===== config.mk =====
export PLATFORM = sky130hd
export DESIGN_NAME = mem_access_unit
export DESIGN_NICKNAME = d
export VERILOG_FILES = /design/src/rtl/mem_access_unit.sv
export SDC_FILE = /design/constraint.sdc
export NUM_CORES = 1
export LEC_CHECK = 0
export CORE_AREA = 8 8 135 137
export CTS_CLUSTER_SIZE = 40
export DETAILED_ROUTE_END_ITERATION = 10
export DIE_AREA = 0 0 143 145
export PLACE_DENSITY_LB_ADDON = 0.1
export SLEW_MARGIN = 40
export SYNTH_ARGS = -nofsm -noshare
export SYNTH_HDL_FRONTEND = slang
export SYNTH_HIERARCHICAL = 1
export SYNTH_SLANG_ARGS = --single-unit

===== constraint.sdc =====
create_clock -name clk -period 5.64 [get_ports clk]
set_input_delay 0.846 -clock clk [delete_from_list [all_inputs] [get_ports clk]]
set_output_delay 0.846 -clock clk [all_outputs]
set_load 0.02 [all_outputs]

===== src/rtl/mem_access_unit.sv =====
// Load/store unit between the MEM stage and a req/gnt/rvalid data bus.
// A per-byte-lane sub-module builds the store byte enables and the
// replicated write data. The top module holds the access FSM, the
// timeout counter, load extraction/extension and exception reporting.

module mem_access_lane #(
  parameter int LANE   = 0,
  parameter int DATA_W = 32,
  parameter int IW     = 2
) (
  input  logic [1:0]        i_size,
  input  logic [IW-1:0]     i_idx,
  input  logic [DATA_W-1:0] i_wdata,
  output logic              o_be,
  output logic [7:0]        o_wbyte
);
  logic [3:0]        w_bytes;
  int                w_src;
  logic [DATA_W-1:0] w_sh;

  // Lane enable window and the source byte of the replicated store data
  always_comb begin
    w_bytes = 4'd1 << i_size;
    o_be    = (LANE >= int'(i_idx)) && (LANE < int'(i_idx) + int'(w_bytes));
    w_src   = LANE & (int'(w_bytes) - 1);
    w_sh    = i_wdata >> (8 * w_src);
    o_wbyte = w_sh[7:0];
  end
endmodule

module mem_access_unit #(
  parameter int DATA_W  = 32,
  parameter int ADDR_W  = 32,
  parameter int TIMEOUT = 255
) (
  input  logic                clk,
  input  logic                reset_n,
  input  logic                acc_valid,
  input  logic                acc_we,
  input  logic [1:0]          acc_size,
  input  logic                acc_unsigned,
  input  logic [ADDR_W-1:0]   acc_addr,
  input  logic [DATA_W-1:0]   acc_wdata,
  input  logic                flush,
  output logic                stall,
  output logic                done,
  output logic [DATA_W-1:0]   rdata,
  output logic                exc_valid,
  output logic [4:0]          exc_code,
  output logic [ADDR_W-1:0]   badvaddr,
  output logic                bus_req,
  output logic                bus_we,
  output logic [ADDR_W-1:0]   bus_addr,
  output logic [DATA_W/8-1:0] bus_be,
  output logic [DATA_W-1:0]   bus_wdata,
  input  logic                bus_gnt,
  input  logic                bus_rvalid,
  input  logic [DATA_W-1:0]   bus_rdata
);
  localparam int NB = DATA_W / 8;
  localparam int IW = $clog2(NB);
  localparam int CW = 16;

  typedef enum logic [2:0] {S_IDLE, S_REQ, S_WAIT, S_RESP, S_DRAIN} state_t;

  state_t              r_state, w_next;
  logic [CW-1:0]       r_cnt;
  logic                r_we, r_uns;
  logic [1:0]          r_size;
  logic [ADDR_W-1:0]   r_addr;
  logic [DATA_W-1:0]   r_wdata, r_rdata;
  logic                r_exc_valid;
  logic [4:0]          r_exc_code;
  logic [ADDR_W-1:0]   r_badvaddr;

  logic                w_misal, w_tmo, w_accept, w_set_exc, w_cnt_clr, w_rd_ld;
  logic [4:0]          w_exc_code;
  logic [IW-1:0]       w_idx, w_idx_al;
  logic [3:0]          w_bytes;
  logic [DATA_W-1:0]   w_sh, w_mask, w_ext;
  logic                w_sgn;
  logic [NB-1:0]       w_be;
  logic [NB-1:0][7:0]  w_wlanes;

  assign w_idx = r_addr[IW-1:0];
  assign w_tmo = (r_cnt >= CW'(TIMEOUT - 1));

  // Alignment check on the incoming request; dword is illegal on a 32-bit bus
  always_comb begin
    w_misal = 1'b0;
    case (acc_size)
      2'd0:    w_misal = 1'b0;
      2'd1:    w_misal = acc_addr[0];
      2'd2:    w_misal = |acc_addr[1:0];
      default: w_misal = (DATA_W == 32) ? 1'b1 : |acc_addr[2:0];
    endcase
  end

  // Next state and per-cycle control; flush beats timeout, gnt/rvalid beat flush
  always_comb begin
    w_next     = r_state;
    w_accept   = 1'b0;
    w_set_exc  = 1'b0;
    w_exc_code = 5'd0;
    w_cnt_clr  = 1'b0;
    w_rd_ld    = 1'b0;
    case (r_state)
      S_IDLE: if (acc_valid && !flush) begin
        w_accept = 1'b1;
        if (w_misal) begin
          w_set_exc  = 1'b1;
          w_exc_code = acc_we ? 5'd5 : 5'd4;
        end else begin
          w_next    = S_REQ;
          w_cnt_clr = 1'b1;
        end
      end
      S_REQ: if (bus_gnt) begin
        w_cnt_clr = 1'b1;
        if (r_we) w_next = flush ? S_IDLE : S_RESP;
        else      w_next = flush ? S_DRAIN : S_WAIT;
      end else if (flush) begin
        w_next = S_IDLE;
      end else if (w_tmo) begin
        w_next     = S_IDLE;
        w_set_exc  = 1'b1;
        w_exc_code = 5'd7;
      end
      S_WAIT: if (bus_rvalid) begin
        w_next  = flush ? S_IDLE : S_RESP;
        w_rd_ld = !flush;
      end else if (flush) begin
        w_next = S_DRAIN;
      end else if (w_tmo) begin
        w_next     = S_IDLE;
        w_set_exc  = 1'b1;
        w_exc_code = 5'd7;
      end
      S_RESP:  w_next = S_IDLE;
      S_DRAIN: if (bus_rvalid || w_tmo) w_next = S_IDLE;
      default: w_next = S_IDLE;
    endcase
  end

  // Pick the addressed slot from the read beat and extend it to DATA_W
  always_comb begin
    w_bytes  = 4'd1 << r_size;
    w_idx_al = w_idx & ~IW'(w_bytes - 4'd1);
    w_sh     = bus_rdata >> {w_idx_al, 3'b000};
    w_mask   = '0;
    for (int i = 0; i < DATA_W; i++) w_mask[i] = (i < 8 * int'(w_bytes));
    w_sgn    = |(w_sh & w_mask & ~(w_mask >> 1));
    w_ext    = (w_sh & w_mask) | ((!r_uns && w_sgn) ? ~w_mask : '0);
  end

  // State, counter, latched access and result registers
  always_ff @(posedge clk) begin
    if (!reset_n) begin
      r_state     <= S_IDLE;
      r_cnt       <= '0;
      r_we        <= 1'b0;
      r_uns       <= 1'b0;
      r_size      <= 2'd0;
      r_addr      <= '0;
      r_wdata     <= '0;
      r_rdata     <= '0;
      r_exc_valid <= 1'b0;
      r_exc_code  <= 5'd0;
      r_badvaddr  <= '0;
    end else begin
      r_state     <= w_next;
      r_exc_valid <= w_set_exc;
      if (w_cnt_clr)                                  r_cnt <= '0;
      else if (r_state != S_IDLE && r_state != S_RESP) r_cnt <= r_cnt + 1'b1;
      if (w_accept) begin
        r_we    <= acc_we;
        r_uns   <= acc_unsigned;
        r_size  <= acc_size;
        r_addr  <= acc_addr;
        r_wdata <= acc_wdata;
      end
      if (w_rd_ld) r_rdata <= w_ext;
      if (w_set_exc) begin
        r_exc_code <= w_exc_code;
        r_badvaddr <= (r_state == S_IDLE) ? acc_addr : r_addr;
      end
    end
  end

  for (genvar g = 0; g < NB; g++) begin : g_lane
    mem_access_lane #(.LANE(g), .DATA_W(DATA_W), .IW(IW)) u_lane (
      .i_size  (r_size),
      .i_idx   (w_idx),
      .i_wdata (r_wdata),
      .o_be    (w_be[g]),
      .o_wbyte (w_wlanes[g])
    );
  end

  assign stall     = (r_state != S_IDLE) | (acc_valid & ~flush);
  assign done      = (r_state == S_RESP) & ~flush;
  assign rdata     = r_rdata;
  assign exc_valid = r_exc_valid;
  assign exc_code  = r_exc_code;
  assign badvaddr  = r_badvaddr;
  assign bus_req   = (r_state == S_REQ);
  assign bus_we    = bus_req & r_we;
  assign bus_addr  = bus_req ? {r_addr[ADDR_W-1:IW], {IW{1'b0}}} : '0;
  assign bus_be    = bus_req ? w_be : '0;
  assign bus_wdata = bus_req ? w_wlanes : '0;
endmodule


==> reports/qor_table.md <==
| Item | Value | Unit |
|---|---|---|
| Status | finished clean | - |
| Area enclosed by the die boundary | 20700 | sq um |
| Synthesized-area fraction occupied by ao, oa, aoi and oai cells | 20.6 | % |
| Final Max Slew Viols | 0 | - |
| Power Density | 243 | nW/um^2 |
| Largest family of logic cells by synthesized area | simple AND/OR/NAND/NOR gates | - |
| Number of distinct library cells after synthesis | 64 | - |
| Final hold viol count | 0 | - |
| Seq cells post-synth | 155 | - |
| Net count reported at finish | 1271 | - |
| Post-detailed-route via-to-cell ratio | 5.28 | - |
| DRC violation total after the first TritonRoute iteration | 515 | - |
| Core outline area | 16200 | sq um |
| Ratio of final minimum period to clock period | 75.8 | % |
| Proportion of synthesized area in mux cells | 8.23 | % |
| Chip width | 143 | um |
| Via count of the first global-routing pass | 6962 | - |
| Total wire length after detailed routing | 23900 | um |
| Top cell type by total area after synthesis | sky130_fd_sc_hd__dfxtp_1 | - |
| Kind of end point of the critical path | primary output | - |
| Flip-flop cell with the highest count after synthesis | sky130_fd_sc_hd__dfxtp_1 | - |
| Port bufs | 243 | - |
| Cells taking the most area after synthesis | sky130_fd_sc_hd__dfxtp_1 39%, sky130_fd_sc_hd__nand2_1 11%, sky130_fd_sc_hd__a21boi_0 7.1%, sky130_fd_sc_hd__and2_1 5.3%, sky130_fd_sc_hd__mux2i_1 5.2% | - |
| Overall die height | 145 | um |
| Number of design rule violations left after detail routing | 0 | - |
| Synthesized-area fraction occupied by adder cells | 1.43 | % |
| Number of antenna violations at the first check in global routing | 2 | - |
| Worst-Skew Late Latency | 0.42 | ns |
| Cts hold-fix bufs | 0 | - |
| Cell Area, Placed | 10400 | sq um |
| RSZ-0062 raised after global routing | no | - |
| Fraction of layout instances using a drive strength above 1 | 6.84 | % |
| Transition time at the pin with the least slew margin | 0.835 | ns |
| Count of yosys warnings during synthesis | 6 | - |
| # resized after CTS | 0 | - |
| GRT Residual Overflow | 0 | - |
| Post-synthesis cell count | 967 | - |
| Global-route wire length before repair | 37800 | um |
| Startpoint of the most critical setup path | r_size[1]$_SDFFE_PN0P_ | - |
| Cell area after technology mapping | 8030 | sq um |
| Clock tree from TritonCTS | built | - |
| # IOs | 248 | - |
| Register-to-Register Path Depth | 5 | - |
| Area of all placed cells without fillers | 11000 | sq um |
| Post-route clock skew | 0.00637 | ns |
| Top routing layer used | met5 | - |
| Proportion of register bits with asynchronous set or reset after synthesis | 0 | % |
| Number of search-and-repair iterations in the first detailed-routing pass | 5 | - |
| Number of CTS-inserted buffers | 17 | - |
| Layout filler cell count | 1363 | - |
| Area share of the leading cell type in the synthesized netlist | 38.7 | % |
| Avg Synthesized Cell Area | 8.30 | sq um |
| Post-DRT Antenna Nets | 0 | - |
| Post-CTS setup buffer count | 0 | - |
| Total of endpoints with negative setup slack in the final report | 0 | - |
| Arrival time reported for the critical path endpoint | 3.43 | ns |
| Proportion of synthesized chip area in sequential cells | 38.7 | % |
| Starting density of the core | 49.6 | % |
| Shortest period the worst path allows | 4.28 | ns |
| Global routing usage summed across all routing layers | 22.6 | % |
| P_leak | 4.51 | nW |
| Startpoint kind of the worst setup timing path | register | - |
| Xor/xnor share of the synthesized area | 1.75 | % |
| CP max FO | 44 | - |
| Area share of and/or/nand/nor cells after synthesis | 23.3 | % |
| FF-to-FF End | rdata[9]$_SDFFE_PN0P_ | - |
| Type of the worst min-delay path | register to register | - |
| Met3 wire len | 2210 | um |
| Total negative slack for setup checks | 0 | ns |
| EDFF count, synth | 0 | - |
| Area growth from synthesis to final layout | 36.9 | % |
| Post-detailed-route wirelength per cell | 17.2 | um |
| Clock-pin slew on the worst setup and hold paths | 0.06 | ns |
| Number of max-capacitance violations reported | 0 | - |
| Final Wtd Congestion | 0.862 | - |
| Number of antenna repair diodes | 0 | - |
| Crit Reg-Reg Startpoint | r_size[1]$_SDFFE_PN0P_ | - |
| Crit path kind | register to primary output | - |
| Bufs on Longest Clock Path | 2 | - |
| Root cell of the clock tree | sky130_fd_sc_hd__clkbuf_16 | - |
| Top cell types by occurrence after synthesis | 233 x sky130_fd_sc_hd__nand2_1, 155 x sky130_fd_sc_hd__dfxtp_1, 76 x sky130_fd_sc_hd__a21boi_0 | - |
| Peak VDD IR | 0.000218 | V |
| Number of clock sinks | 155 | - |
| Worst slew margin relative to its limit | 44.2 | % |
| Post-Route M1 WL | 10500 | um |
| Most common cell in the synthesized netlist | sky130_fd_sc_hd__nand2_1 | - |
| Worst setup path end | bus_be[1] | - |
| Fmax | 0.234 | GHz |
| Total via count in the routed design | 7334 | - |
| Routed wl met2 | 10900 | um |
| Count of standard-cell rows | 47 | - |
| R2R setup slack | 2.56 | ns |
| DP HPWL | 16600 | um |
| Pin count of the biggest net entering global routing | 80 | - |
| Depth of the CTS H-tree | 4 | - |
| Required time at the endpoint of the critical path | 4.79 | ns |
-- per-stage QoR --
stage                     power, W  setup WS (ns)  util, %  hold WS [ns]  cells
after CTS                  0.00269           1.38     67.9         0.461   1389
after global routing       0.00278           1.18     67.9         0.487   1389
after detailed placement   0.00159           1.83     64.4         0.453   1358
final                      0.00267           1.36     67.9         0.462   1389
after global placement     0.00158           1.89     64.3         0.442   1358
after floorplan            0.00142           2.69        -         0.440    970
-- worst min-delay path by stage --
stage,from,endpoint,slack [ns],cells past startpoint
final,rdata[3]$_SDFFE_PN0P_,rdata[3]$_SDFFE_PN0P_,0.46,2
after detailed placement,rdata[3]$_SDFFE_PN0P_,rdata[3]$_SDFFE_PN0P_,0.45,2
after global routing,rdata[5]$_SDFFE_PN0P_,rdata[5]$_SDFFE_PN0P_,0.49,2
after floorplan,r_wdata[19]$_SDFFE_PN0P_,r_wdata[19]$_SDFFE_PN0P_,0.44,2
after global placement,rdata[3]$_SDFFE_PN0P_,rdata[3]$_SDFFE_PN0P_,0.44,2
after CTS,rdata[3]$_SDFFE_PN0P_,rdata[3]$_SDFFE_PN0P_,0.46,2
-- per-layer routing --
layer	up-vias	global-route usage [%]
met4	4	6.49
met5	-	0
li1	3641	-
met3	28	8.14
met1	3423	28.8
met2	238	34.9
-- area by class of cell --
| type | instances | area (sq um) | area share, % |
|---|---|---|---|
| clock buffer | 22 | 484 | 4.41 |
| clock inverter | 9 | 87.6 | 0.797 |
| inverter | 11 | 41.3 | 0.376 |
| multi-input combinational | 720 | 4500 | 40.9 |
| sequential | 155 | 3100 | 28.3 |
| tap | 220 | 275 | 2.51 |
| timing repair buffer | 252 | 2500 | 22.7 |
-- critical path, cell delays in order (launching register included) --
cell and delay (ns):
sky130_fd_sc_hd__dfxtp_2 0.82, sky130_fd_sc_hd__buf_4 0.49, sky130_fd_sc_hd__nor2_4 0.14, sky130_fd_sc_hd__nand2_1 0.12, sky130_fd_sc_hd__fa_1 0.43, sky130_fd_sc_hd__nand4bb_1 0.12, sky130_fd_sc_hd__o211a_1 0.15, sky130_fd_sc_hd__and2_1 0.13
sky130_fd_sc_hd__clkdlybuf4s50_1 0.61
-- flip-flops by register name, summed over array words and instances, names as in the netlist --
name and cells:
badvaddr 32, exc_code 3, exc_valid 1, r_addr 32, r_cnt 16, r_size 2, r_state 3, r_uns 1
r_wdata 32, r_we 1, rdata 32
-- placed cells by master (no fill, tap or decap), drive strengths merged, types with 2 or more instances in the layout --
cell           netlist  final
mux2                17     17
a21oi               42     42
nor3                 4      4
nor4                 2      2
o22a                 6      6
nand2              234    234
a211oi               2      2
nor2b               13     13
a21boi              77     77
clkinv               1      3
o211a               33     33
clkinvlp             0      4
clkdlybuf4s50        0    242
buf                 45     10
nor3b                5      5
inv                 10     12
and2                68     68
fa                   2      2
nand3               23     23
nand2b               6      6
ha                   6      6
dfxtp              155    155
nor2                29     29
xor2                11     11
clkbuf              39     22
a2111oi              2      2
and3                 3      3
mux2i               42     42
o21a                 3      3
o21ai               53     53
conb                 1      4
nand4                5      5
a31oi                3      3
o22ai                2      2
xnor2                5      5
-- report_power, final --
group | internal (W) | leakage, nW | total [W] | switching [W]
registers | 0.00114 | 1.26 | 0.00117 | 0.0000358
logic | 0.000193 | 2.97 | 0.000393 | 0.000200
clock network | 0.000653 | 0.271 | 0.00111 | 0.000454
total | 0.00198 | 4.51 | 0.00267 | 0.000689
-- logic make-up after synthesis --
group,Yosys count
and+or+nand+nor,398
AOI/OAI and AO/OA,234
DFF,155
buffers and inverters,95
muxes,60
xor gates and xnor gates,16
adders and majority gates,8
other,1
Power figures use the tool's default switching activity.
